`config.mk`:
```
export PLATFORM = sky130hd
export DESIGN_NAME = button_debounce_events
export DESIGN_NICKNAME = d
export VERILOG_FILES = /design/src/rtl/button_debounce_events.sv
export SDC_FILE = /design/constraint.sdc
export NUM_CORES = 1
export LEC_CHECK = 0
export ABC_AREA = 0
export CAP_MARGIN = 20
export CORE_UTILIZATION = 68
export DETAILED_ROUTE_END_ITERATION = 7
export DONT_BUFFER_PORTS = 1
export PLACE_DENSITY = 0.87
export SETUP_SLACK_MARGIN = 0.2
export SYNTH_ARGS = -nofsm -noshare
export SYNTH_HDL_FRONTEND = slang
export SYNTH_SLANG_ARGS = --single-unit
```
`constraint.sdc`:
```
create_clock -name clk -period 6.35 [get_ports clk]
set_clock_uncertainty 0.2 [all_clocks]
set_input_delay 0.635 -clock clk [delete_from_list [all_inputs] [get_ports clk]]
set_output_delay 0.635 -clock clk [all_outputs]
set_load 0.01 [all_outputs]
```
`src/rtl/button_debounce_events.sv`:
```
// Push-button conditioner: two-flop synchroniser, debounce FSM, and
// registered press / release / long-press event pulses with a wrapping
// press counter.
module button_debounce_events #(
  parameter int unsigned DB_CYCLES   = 1_000_000,
  parameter int unsigned LONG_CYCLES = 50_000_000,
  parameter int unsigned CNT_W       = 8
) (
  input  logic             clk,
  input  logic             rst_n,
  input  logic             btn_in,
  output logic             btn_level,
  output logic             press_pulse,
  output logic             release_pulse,
  output logic             long_pulse,
  output logic [CNT_W-1:0] press_count
);

  localparam int unsigned DbW   = $clog2(DB_CYCLES);
  localparam int unsigned HoldW = $clog2(LONG_CYCLES);

  // The edge that leaves a stable state has already seen one changed sample
  // of s2, so the debounce count starts at 1 and the change is accepted on
  // the DB_CYCLES-th consecutive changed sample.
  localparam logic [DbW-1:0]   DbFirst  = DbW'(1);
  localparam logic [DbW-1:0]   DbLast   = DbW'(DB_CYCLES - 1);
  localparam logic [HoldW-1:0] HoldLast = HoldW'(LONG_CYCLES - 1);
  localparam logic [HoldW-1:0] HoldPrev = HoldW'(LONG_CYCLES - 2);

  typedef enum logic [1:0] {
    StIdle,
    StPressWait,
    StPressed,
    StReleaseWait
  } state_e;

  state_e           state_q;
  logic             s1_q;
  logic             s2_q;
  logic [DbW-1:0]   db_cnt_q;
  logic [HoldW-1:0] hold_cnt_q;

  // Bring the asynchronous pin into the clock domain; only s2 is used below.
  always_ff @(posedge clk or negedge rst_n) begin
    if (!rst_n) begin
      s1_q <= 1'b0;
      s2_q <= 1'b0;
    end else begin
      s1_q <= btn_in;
      s2_q <= s1_q;
    end
  end

  // Debounce FSM with registered level, event pulses and press counter.
  always_ff @(posedge clk or negedge rst_n) begin
    if (!rst_n) begin
      state_q       <= StIdle;
      db_cnt_q      <= '0;
      hold_cnt_q    <= '0;
      btn_level     <= 1'b0;
      press_pulse   <= 1'b0;
      release_pulse <= 1'b0;
      long_pulse    <= 1'b0;
      press_count   <= '0;
    end else begin
      press_pulse   <= 1'b0;
      release_pulse <= 1'b0;
      long_pulse    <= 1'b0;
      unique case (state_q)
        StIdle: begin
          if (s2_q) begin
            state_q  <= StPressWait;
            db_cnt_q <= DbFirst;
          end
        end
        StPressWait: begin
          if (!s2_q) begin
            state_q <= StIdle;
          end else if (db_cnt_q == DbLast) begin
            state_q     <= StPressed;
            btn_level   <= 1'b1;
            press_pulse <= 1'b1;
            press_count <= press_count + CNT_W'(1);
            hold_cnt_q  <= '0;
          end else begin
            db_cnt_q <= db_cnt_q + DbW'(1);
          end
        end
        StPressed: begin
          // Saturating hold count; the long pulse fires only on the step
          // into saturation, so it is issued once per press.
          if (hold_cnt_q != HoldLast) begin
            hold_cnt_q <= hold_cnt_q + HoldW'(1);
            if (hold_cnt_q == HoldPrev) begin
              long_pulse <= 1'b1;
            end
          end
          if (!s2_q) begin
            state_q  <= StReleaseWait;
            db_cnt_q <= DbFirst;
          end
        end
        StReleaseWait: begin
          // hold_cnt_q is frozen here and kept if the release was a bounce.
          if (s2_q) begin
            state_q <= StPressed;
          end else if (db_cnt_q == DbLast) begin
            state_q       <= StIdle;
            btn_level     <= 1'b0;
            release_pulse <= 1'b1;
          end else begin
            db_cnt_q <= db_cnt_q + DbW'(1);
          end
        end
        default: begin
          state_q <= StIdle;
        end
      endcase
    end
  end

endmodule
```
==> impl_metrics.tcl, run 1 <==
set metrics [dict create \
    setup_violations 0 \
    boundaryPins 15 \
    row_count 25 \
    drt_iter0_markers 310 \
    vdd_drop_max_uv 206.2 \
    crit_family "simple AND/OR/NAND/NOR gates" \
    ys_dominant_reg_cell "dfrtp_1" \
    fillers 317 \
    syn_avg_cell_area_um2 9.576 \
    crit_path_max_incr_delay_ps 690 \
    mostFrequentLayoutCell "dfrtp_1" \
    synth_edf_count 0 \
    multi_input_area_um2 1742 \
    routabilityCongestion 0.9060 \
    whs_ps 112.7 \
    synth_area_um2 3400 \
    dp_hpwl_um 4824 \
    syn_inst 355 \
    ys_seq_elements 62 \
    drv_slew 0 \
    grt_max_degree 63 \
    cts_resized 0 \
    crit_type "register to register" \
    outcome "finished clean" \
    layout.area.seq_um2 1551 \
    grt_pass1_vias 2622 \
    total_power_uw 842.3 \
    layout_min_cycle_time_ps 2805 \
    synth_seq_area_share_pct 45.64 \
    clk_pin_slew_ps 70 \
    cts_tree "yes" \
    syn_nets 362 \
    relSlewSlack_pct 37.32 \
    coreArea_um2 4755 \
    drc 0 \
    final_cells 423 \
    finalHoldViolations 0 \
    crit_path_start_kind "register" \
    p_leak_uw 0.001555 \
    cts-buffers-inserted 9 \
    crit_start "hold_cnt_q[0]" \
    worstHoldStart "btn_in" \
    antenna_found_initial 0 \
    crit_buf_inv 0 \
    r2r_slack_ps 3540 \
    cts_hold_buf 2 \
    cts_htree_levels 3 \
    clockRootBuffer "clkbuf_8" \
    port_buffers 0 \
    final_cell_mix "dfrtp_1 (62), nand2_1 (28), nor2_1 (23)" \
    final_layout_size_suffix_gt1_share_pct 9.551 \
    layout.nets 358 \
    setup_tns_ps 0 \
    powerDensity_nw_per_um2 228.0 \
    final_util_pct 77.68 \
    hold_end "s1_q" \
    first_pass_iters 5 \
    grt_usage_pct 32.21 \
    fmax_ghz 0.3565 \
    synth_cell_type_count 55 \
    endpoint_kind "register" \
    die_area_um2 5286 \
    placed_cells 404 \
    cts_sinks 62 \
    route.vias.total 2857 \
    wl_per_cell_um 18.02 \
    hold_path_depth 0 \
    async_flop_share_pct 100.0 \
    via_per_inst 6.754 \
    rr_worst_depth 6 \
    worstPathArrival_ps 2880 \
    min_path_type "input port to register" \
    clock_path_buffers 2 \
    period_share_pct 44.18 \
    yosysWarnings 0 \
    overflow 0 \
    area_delta_synth_final_pct 8.649 \
    maxCapViolCount 0 \
    start_util_pct 71.50 \
    rsz0062_at_grt "no" \
    clk_latency_ps 350 \
    finalWirelength_um 7624 \
    reg2reg_from "hold_cnt_q[0]" \
    cts_setup_buffers 0 \
    dieHeight_um 72.71 \
    diodes 0 \
    ant_nets 0 \
    path_max_fanout 8 \
    slowest_stage "or4_1" \
    grt_pass1_wl_um 12720 \
    fp.dieW_um 72.71 \
    tightest_slew_ps 927.1 \
    critPathRequiredTime_ps 6430 \
    path_cells "ha_1 -> nand3_2 -> or4_1 -> a2111oi_4 -> or3b_1 -> a21oi_2" \
    r2r_end "hold_cnt_q[22]" \
]
[cells by family after synthesis]
family | synth area share (%)
mux | 1.877
simple gates | 29.19
xor+xnor | 5.410
flops | 45.64
fa+ha+maj | 1.472
compound gates | 13.07
buf+inv | 3.349
[synthesized netlist by cell type (all sizes together), types with 2 or more instances]
| cell type | instances | area (um^2) |
|---|---|---|
| nand2 | 28 | 105.1 |
| and3 | 11 | 68.82 |
| clkbuf | 16 | 60.06 |
| and4 | 9 | 78.83 |
| nand4b | 2 | 17.52 |
| nor2 | 24 | 106.4 |
| mux2i | 3 | 30.03 |
| or3b | 2 | 17.52 |
| nor4b | 3 | 26.28 |
| or2 | 5 | 31.28 |
| nor4bb | 2 | 20.02 |
| a22o | 4 | 35.03 |
| buf | 3 | 27.52 |
| xnor2 | 19 | 166.4 |
| o211ai | 3 | 22.52 |
| ha | 4 | 50.05 |
| inv | 7 | 26.28 |
| nor2b | 2 | 12.51 |
| a31oi | 5 | 31.28 |
| mux2 | 3 | 33.78 |
| nand3 | 18 | 95.09 |
| nor3 | 12 | 60.06 |
| nand2b | 2 | 12.51 |
| a21oi | 13 | 68.82 |
| dfrtp | 62 | 1551 |
| or3 | 9 | 56.30 |
| nor3b | 3 | 22.52 |
| a21o | 4 | 30.03 |
| xor2 | 2 | 17.52 |
| or4 | 9 | 67.56 |
| o22ai | 3 | 18.77 |
| o31ai | 2 | 15.01 |
| nand4 | 20 | 125.1 |
| nor4 | 5 | 31.28 |
| o21ai | 21 | 105.1 |
| a2111oi | 3 | 45.05 |
[stage by stage]
stage | worst slack, ps | cell area, um^2
finish | 3545 | 3694
global route | 3382 | 3694
CTS | 3531 | 3682
detailed placement | 3640 | 3411
global placement | 3689 | 3411
floorplan | 3864 | 3400
[sequential cells by signal (all words and copies together) (netlist names), named ones only]
name / flops
press_pulse: 1
hold_cnt_q: 26
press_count: 8
state_q: 1
release_pulse: 1
long_pulse: 1
s1_q: 1
db_cnt_q: 20
s2_q: 1
btn_level: 1
[worst max-delay path by stage]
| stage | slack [ps] | depth (start not counted) | to |
|---|---|---|---|
| after global placement | 3690 | 6 | hold_cnt_q[22] |
| after detailed placement | 3640 | 6 | hold_cnt_q[5] |
| after CTS | 3530 | 6 | hold_cnt_q[14] |
| after floorplan | 3860 | 7 | hold_cnt_q[22] |
| final | 3540 | 6 | hold_cnt_q[22] |
| after global routing | 3380 | 5 | press_count[3] |
[layer usage]
metal	track usage, %	share of wire (%)
met5	0	0
met1	44.69	45
met4	10.02	1.6
met2	48.91	46
met3	9.669	7.1
[power breakdown]
part	switching, uW	total, uW	internal (uW)	leakage, uW
clock	153	406	253	0.000120
sequential	7.67	407	399	0.000855
combinational	18.9	29.3	10.4	0.000580
[worst register-to-register path: stages (launching register included)]
cell,delay (ps)
dfrtp_1,460
ha_1,270
nand3_2,120
or4_1,690
a2111oi_4,430
or3b_1,420
a21oi_2,150
[final cells by class]
class / count / area share, %
multi-input cells: 267 / 47.15
flip-flops and latches: 62 / 42.01
well taps: 67 / 2.270
clock buffers: 13 / 4.573
repair buffers: 4 / 1.524
clock inverters: 3 / 1.762
inverters: 7 / 0.7114
(Power assumes the default switching activity.)
==> inputs of run 2 (changes only) <==
- CORE_UTILIZATION: 68 -> 63
- PLACE_DENSITY: 0.87 -> 0.82
- clock period: 6.35 -> 2.82 ns (I/O delays scaled with it)
==> impl_metrics.tcl, run 2 (synthesis gave the netlist of run 1 again) <==
set metrics [dict create \
    pwr-share-comb_pct 3.8 \
    row_count 26 \
    vdd_drop_max_uv 606.8 \
    pwr-share-clk_pct 46.8 \
    seqPwrFrac_pct 49.4 \
    preCtsSetupSlack_ps 123.2 \
    cts-buffers-inserted 9 \
    crit_type "register to register" \
    cts_htree_levels 3 \
    final_util_pct 72.59 \
    layout_min_cycle_time_ps 2545 \
    p_sw_share_pct 21.94 \
    whs_ps 149.7 \
    p_int_uw 1444 \
    cts_tree "yes" \
    worstPathArrival_ps 2580 \
    endpoint_kind "register" \
    final_cell_mix "dfrtp_1 (60), nand2_1 (28), nor2_1 (23)" \
    ant_nets 0 \
    routabilityCongestion 0.9317 \
    min_path_type "register to register" \
    critPathRequiredTime_ps 2860 \
    crit_path_start_kind "register" \
    powerDensity_nw_per_um2 495.7 \
    clk_pin_slew_ps 70 \
    boundaryPins 15 \
    outcome "finished clean" \
    dieHeight_um 75.46 \
    drv_slew 0 \
    grt_pass1_wl_um 12440 \
    fp.dieW_um 75.46 \
    p_leak_uw 0.001567 \
    diodes 0 \
    cts_sinks 62 \
    port_buffers 0 \
    route.vias.total 2819 \
    dp_hpwl_um 4779 \
    via_per_inst 6.541 \
    setup_violations 0 \
    clock_path_buffers 2 \
    grt_max_degree 63 \
    top_register "hold_cnt_q" \
    layout.nets 363 \
    layout.area.seq_um2 1554 \
    reg_top3 "hold_cnt_q (26), db_cnt_q (20), press_count (8)" \
    power_switching_uw 405.8 \
    die_area_um2 5693 \
    mostFrequentLayoutCell "dfrtp_1" \
    finalWirelength_um 7260 \
    maxCapViolCount 0 \
    cts_setup_buffers 0 \
    fin_ws_ps 275.3 \
    clockRootBuffer "clkbuf_8" \
    total_power_uw 1849 \
    clk_latency_ps 340 \
    r2r_slack_ps 280 \
    coreArea_um2 5140 \
    finalHoldViolations 0 \
    overflow 0 \
    relSlewSlack_pct 61.10 \
    largest_reg_flops 26 \
    setup_tns_ps 0 \
    start_util_pct 66.14 \
    first_pass_iters 6 \
    multi_input_area_um2 1755 \
    drc 0 \
    wl_per_cell_um 16.84 \
    path_max_fanout 16 \
    fmax_ghz 0.3930 \
    period_share_pct 90.24 \
    drt_iter0_markers 343 \
    grt_usage_pct 29.41 \
    tightest_slew_ps 578.2 \
    fillers 371 \
    antenna_found_initial 0 \
    final_layout_size_suffix_gt1_share_pct 11.91 \
    grt_pass1_vias 2581 \
    area_delta_synth_final_pct 9.753 \
    rsz0062_at_grt "yes" \
]
## run 2: cell types whose count changed in the layout (fill, tap and decap cells not counted), sizes merged
cell,before,now
buf,3,7
clkinv,1,2
clkbuf,13,12
dlygate4sd3,1,2
## run 2: power by group through the flow
| stage | Sequential [uW] | Combinational [uW] | Clock [uW] |
|---|---|---|---|
| floorplan | 922 | 42.1 | 0 |
| global placement | 929 | 46.2 | 0 |
| detailed placement | 930 | 47.1 | 0 |
| CTS | 913 | 71.8 | 879 |
| global route | 914 | 81.8 | 917 |
| finish | 913 | 70.6 | 866 |
## run 2: cell type report
class / count / share of cell area (%)
clock buffer: 12 / 3.890
clock inverter: 4 / 1.878
inverter: 7 / 0.7042
multi-input combinational: 267 / 47.05
sequential: 62 / 41.65
tap: 70 / 2.347
timing repair buffer: 9 / 2.482
## run 2: critical path, cell delays in order (launching register included)
cell and delay [ps]:
dfrtp_1 400, or4_1 550, or2_1 250, or4_4 580, nor2_8 260, o21ba_2 200
## run 2: repair_timing
action                                  CTS  global route
hold endpoints to repair                 63             0
hold buffers                              3             0
endpoints found under the setup margin    4            11
gates resized for setup                   2             4
pin swaps                                 0             1
## run 2: path summary, 6_finish.rpt
kind                                    from              to  cells after the start
worst max-delay path            db_cnt_q[15]  hold_cnt_q[19]                      5
worst min-delay path                    s1_q            s2_q                      0
worst max register to register  db_cnt_q[15]  hold_cnt_q[19]                      5
worst min register to register          s1_q            s2_q                      0
max in group asynchronous              rst_n   hold_cnt_q[0]                      2
min in group asynchronous              rst_n   hold_cnt_q[9]                      2
## run 2: metrics by stage
step | instance area [um^2] | cells
6_report | 3731 | 431
5_1_grt | 3731 | 431
4_1_cts | 3722 | 431
3_5_place_dp | 3452 | 412
3_3_place_gp | 3452 | 412
2_1_floorplan | 3400 | 355
## run 2: per-layer routing
metal	part of all wire, %	routed length (um)	GRT usage [%]	up-vias
li1	-	-	-	1322
met1	46	3354	42.75	1390
met2	46	3336	42.36	93
met3	6.5	469	8.862	14
met4	1.4	100	9.465	0
met5	0	0	0	-
==> patch 1: new RTL, settings of run 2 <==
Add an input register stage for `btn_in`, without a reset; this delays it by one clock.
--- a/src/rtl/button_debounce_events.sv
+++ b/src/rtl/button_debounce_events.sv
@@ -34,6 +34,12 @@
     StReleaseWait
   } state_e;
 
+  logic btn_q;
+
+  always_ff @(posedge clk) begin
+    btn_q <= btn_in;
+  end
+
   state_e           state_q;
   logic             s1_q;
   logic             s2_q;
@@ -46,7 +52,7 @@
       s1_q <= 1'b0;
       s2_q <= 1'b0;
     end else begin
-      s1_q <= btn_in;
+      s1_q <= btn_q;
       s2_q <= s1_q;
     end
   end
Formal check against the unedited RTL: no difference found for any inputs over 10 cycles, from zero or initial values and one cycle with rst_n low; that may be too few to reach the edited logic, so the function may still have changed.
==> patch 1 against run 2 <==
Cell count fell by 7.2%; power is 6.2% lower; setup slack better by 0.17 ns; routed wire length is 12% lower; first-iteration DRC count shrank 54%; clock power down 17%; combinational power shrank 6.7%; sequential cell count is 1 higher; area after synthesis decreased by 3.7%; final area decreased by 4.6%; critical endpoint is now db_cnt_q[10]$_DFFE_PN0P_.
==> patch 1: results (changes against run 2) <==
* Layout cells sized above 1 at 10.8% (-1.1 points)
* Dpl ws at 0.336 ns (+0.213 ns)
* Metal2 WL at 3190 um (-4.5%)
* # nets final at 335 (-7.7%)
* First-pass GRT wire length at 10900 um (-13%)
* Biggest regs: hold_cnt_q (26), db_cnt_q (20), press_count (8)
* Global Route met2 Usage at 40.7% (-1.7 points)
* Via count at 2478 (-12%)
* CP arrival at 2.37 ns (-0.21 ns)
* Top cells by area, synth: dfrtp_1, xor2_1, nand4_1
* WHS at 0.127 ns (-0.0223 ns)
* Clk buf depth at 2 (unchanged)
* Final Wtd Congestion at 0.829 (-11%)
* Root buffer cell: clkbuf_8
* Max Fanout on Critical Path at 16 (unchanged)
* Met1 Wirelength at 2880 um (-14%)
* Final cell count without fillers at 400 (-7.2%)
* Crit-path max cell delay at 0.44 ns (-0.14 ns)
* Syn nets at 327 (-9.7%)
* Status: finished, final reports clean
* Synth unique cells at 56 (+1.8%)
* Logic power comb at 65.9 uW (-6.7%)
* Met3 Resource Use GR at 7.32% (-1.5 points)
* Global Route met1 Usage at 36.6% (-6.1 points)
* Post-synth top cells: dfrtp_1, nor2_1, nand2_1
* Clk pwr share at 41.5% (-5.3 points)
* Peak supply drop at 0.000303 V (-50%)
* Sequential area share after synthesis at 48.0% (+2.4 points)
* P_int at 1330 uW (-7.6%)
* Placed Cells at 381 (-7.5%)
* Slowest stage cell, crit path: o21ai_4
* Wirelength per Cell at 16.1 um (-4.7%)
* Ys async rst share at 98.4% (-1.6 points)
* Mapped Avg Cell Area at 10.2 um^2 (+6.8%)
* Placed cell area at 0.00332 mm^2 (-3.7%)
* Reg2reg path depth at 7 (+2)
* Leak Pwr at 0.00157 uW (about the same)
* Vias in the first global route at 2294 (-11%)
* Least-Margin Pin Slew at 0.739 ns (+0.161 ns)
* First-pass DRT Iterations at 5 (-1)
* Initial antenna violation count at 0 (unchanged)
* DR iter-0 viols at 159 (-54%)
* DR WL met3 at 249 um (-47%)
* Register clock-pin slew on the reported worst setup and hold paths at 0.07 ns (about the same)
* H-tree lvl count at 3 (unchanged)
* Final worst-path cycle share at 84.1% (-6.1 points)
* R2R Setup Slk at 0.45 ns (+0.17 ns)
* Hpwl dp at 4240 um (-11%)
* Total GRT Usage at 26.8% (-2.6 points)
patch 1: changes by cell type after synthesis, moves of 4 or more:
cell / run 2 / this run
xor2_1: 2 / 19
clkbuf_1: 16 / 1
xnor2_1: 19 / 10
nor2_1: 23 / 31
o21ai_0: 21 / 13
and4_1: 9 / 4
nand3_1: 17 / 22
or4_1: 9 / 4
a21o_1: 4 / 0
buf_2: 1 / 5
patch 1: cell type report:
type	instances	area [um^2]
multi-input combinational	242	1630
timing repair buffer	6	70.1
tap	67	83.8
fill	337	1290
clock inverter	1	5.00
sequential	63	1570
inverter	6	22.5
clock buffer	15	176
patch 1: timing repair:
| item | CTS | global route |
|---|---|---|
| hold buffers | 3 | 0 |
| hold endpoints to repair | 63 | 0 |
| endpoints found under the setup margin | 0 | 4 |
| resized for setup | 0 | 1 |
patch 1: worst paths after layout:
kind,to,startpoint
worst max-delay path,db_cnt_q[10]$_DFFE_PN0P_,db_cnt_q[0]$_DFFE_PN0P_
worst min-delay path,s1_q$_DFF_PN0_,btn_q$_DFF_P_
worst max register to register,db_cnt_q[10]$_DFFE_PN0P_,db_cnt_q[0]$_DFFE_PN0P_
worst min register to register,s1_q$_DFF_PN0_,btn_q$_DFF_P_
max in group asynchronous,db_cnt_q[9]$_DFFE_PN0P_,rst_n
min in group asynchronous,hold_cnt_q[9]$_DFFE_PN0P_,rst_n
patch 1: cells by family (layout without fill, tap and decap cells):
family	Yosys count	after routing	synth area share, %
simple gates	158	158	29.6
compound gates	44	44	8.14
buf+inv	15	28	2.37
fa+ha+maj	4	4	1.53
xor+xnor	31	31	8.75
flops	63	63	48.0
mux	5	5	1.61
==> patch 2: new RTL, settings of run 2 <==
Made on the original files. The parameter `CNT_W` goes from 8 to 6.
--- a/src/rtl/button_debounce_events.sv
+++ b/src/rtl/button_debounce_events.sv
@@ -4,7 +4,7 @@
 module button_debounce_events #(
   parameter int unsigned DB_CYCLES   = 1_000_000,
   parameter int unsigned LONG_CYCLES = 50_000_000,
-  parameter int unsigned CNT_W       = 8
+  parameter int unsigned CNT_W       = 6
 ) (
   input  logic             clk,
   input  logic             rst_n,
Ports: changed (resized press_count); port bits go from 15 to 13. The function was not compared with the original's and may differ.
==> patch 2 against run 2 <==
Setup slack better by 0.046 ns; utilization increased by 1.5 points; power grew 3.3%; via count shrank 11%; sequential cell count down 2; synthesized cell count fell by 7.0%; final area decreased by 5.0%; routed wire length fell by 9.9%; clock power up 6.1%; largest power group is now the clock network; area after synthesis shrank 6.8%; fmax increased by 1.8%; die area down 6.6%; global-route usage shrank 1.6 points; highest routed layer unchanged.
==> patch 2: results (changes against run 2) <==
* Status: finished, final reports clean
* CP arrival at 2.53 ns (-0.05 ns)
* Peak supply drop at 0.000453 V (-25%)
* Met3 Resource Use GR at 9.67% (+0.81 points)
* Hpwl dp at 4210 um (-12%)
* Compound-Gate Fraction of Synth Area at 7.94% (-5.1 points)
* Leak Pwr at 0.00156 uW (-0.30%)
* Biggest regs: hold_cnt_q (26), db_cnt_q (20), press_count (6)
* Via density at 6.06 (-7.3%)
* Total GRT Usage at 27.8% (-1.6 points)
* P_int at 1500 uW (+3.8%)
* DR WL met3 at 463 um (-1.3%)
* Layout cells sized above 1 at 10.6% (-1.3 points)
* Mapped Avg Cell Area at 9.60 um^2 (+0.25%)
* Met1 Wirelength at 2970 um (-11%)
* Post-synthesis adder-cell area fraction at 1.58% (+0.11 points)
* First-pass DRT Iterations at 4 (-2)
* First-pass GRT wire length at 11000 um (-12%)
* Placed Cells at 395 (-4.1%)
* Synth unique cells at 49 (-11%)
* Pin count of the biggest net entering global routing at 61 (-3.2%)
* Vias in the first global route at 2403 (-6.9%)
* Xor/xnor cell area share of the yosys netlist at 8.57% (+3.2 points)
* Metal2 WL at 2970 um (-11%)
* Top cells by area, synth: dfrtp_1, nand2_1, xor2_1
* Post-synth top cells: dfrtp_1, nand2_1, nor2_1
==> patch 2: cell count changes in the layout (fill, tap and decap cells not counted), moves of 3 or more <==
cell / change
a31oi_1: -4
and2_1: +3
and3_1: -5
and4_1: -7
inv_1: +4
mux2i_1: +4
nand2_1: +13
nor2_1: +14
nor3_1: -4
o21ai_0: -8
or3_1: -6
or4_1: -4
xnor2_1: -4
xor2_1: +15
==> patch 2: path summary, 6_finish.rpt <==
kind / start / to / slack (ns) / cells past startpoint
max: db_cnt_q[13]$_DFFE_PN0P_ / hold_cnt_q[17]$_DFFE_PN0P_ / 0.32 / 5
min: s1_q$_DFF_PN0_ / s2_q$_DFF_PN0_ / 0.15 / 0
max reg2reg: db_cnt_q[13]$_DFFE_PN0P_ / hold_cnt_q[17]$_DFFE_PN0P_ / 0.32 / 5
min reg2reg: s1_q$_DFF_PN0_ / s2_q$_DFF_PN0_ / 0.15 / 0
max in group asynchronous: rst_n / db_cnt_q[1]$_DFFE_PN0P_ / 1.91 / 2
min in group asynchronous: rst_n / db_cnt_q[17]$_DFFE_PN0P_ / 0.26 / 2
==> patch 2: power groups by stage <==
stage / registers [uW] / logic [uW] / clock network, uW
finish: 904 / 86.1 / 919
global route: 907 / 97.1 / 970
global placement: 917 / 61.0 / 0
detailed placement: 920 / 62.9 / 0
CTS: 904 / 87.3 / 934
floorplan: 915 / 48.4 / 0
==> patch 2: final cells by class <==
class	instances	area [um^2]
Multi-Input combinational cell	251	1580
Sequential cell	60	1500
Fill cell	343	1240
Clock buffer	11	131
Clock inverter	5	100
Timing Repair Buffer	10	100
Tap cell	67	83.8
Inverter	12	45.0
==> patch 2: timing repair <==
item | 4_1_cts | 5_1_grt
hold buffers | 3 | 0
resized for setup | 0 | 1
endpoints found under the hold margin | 61 | 0
endpoints found under the setup margin | 0 | 10
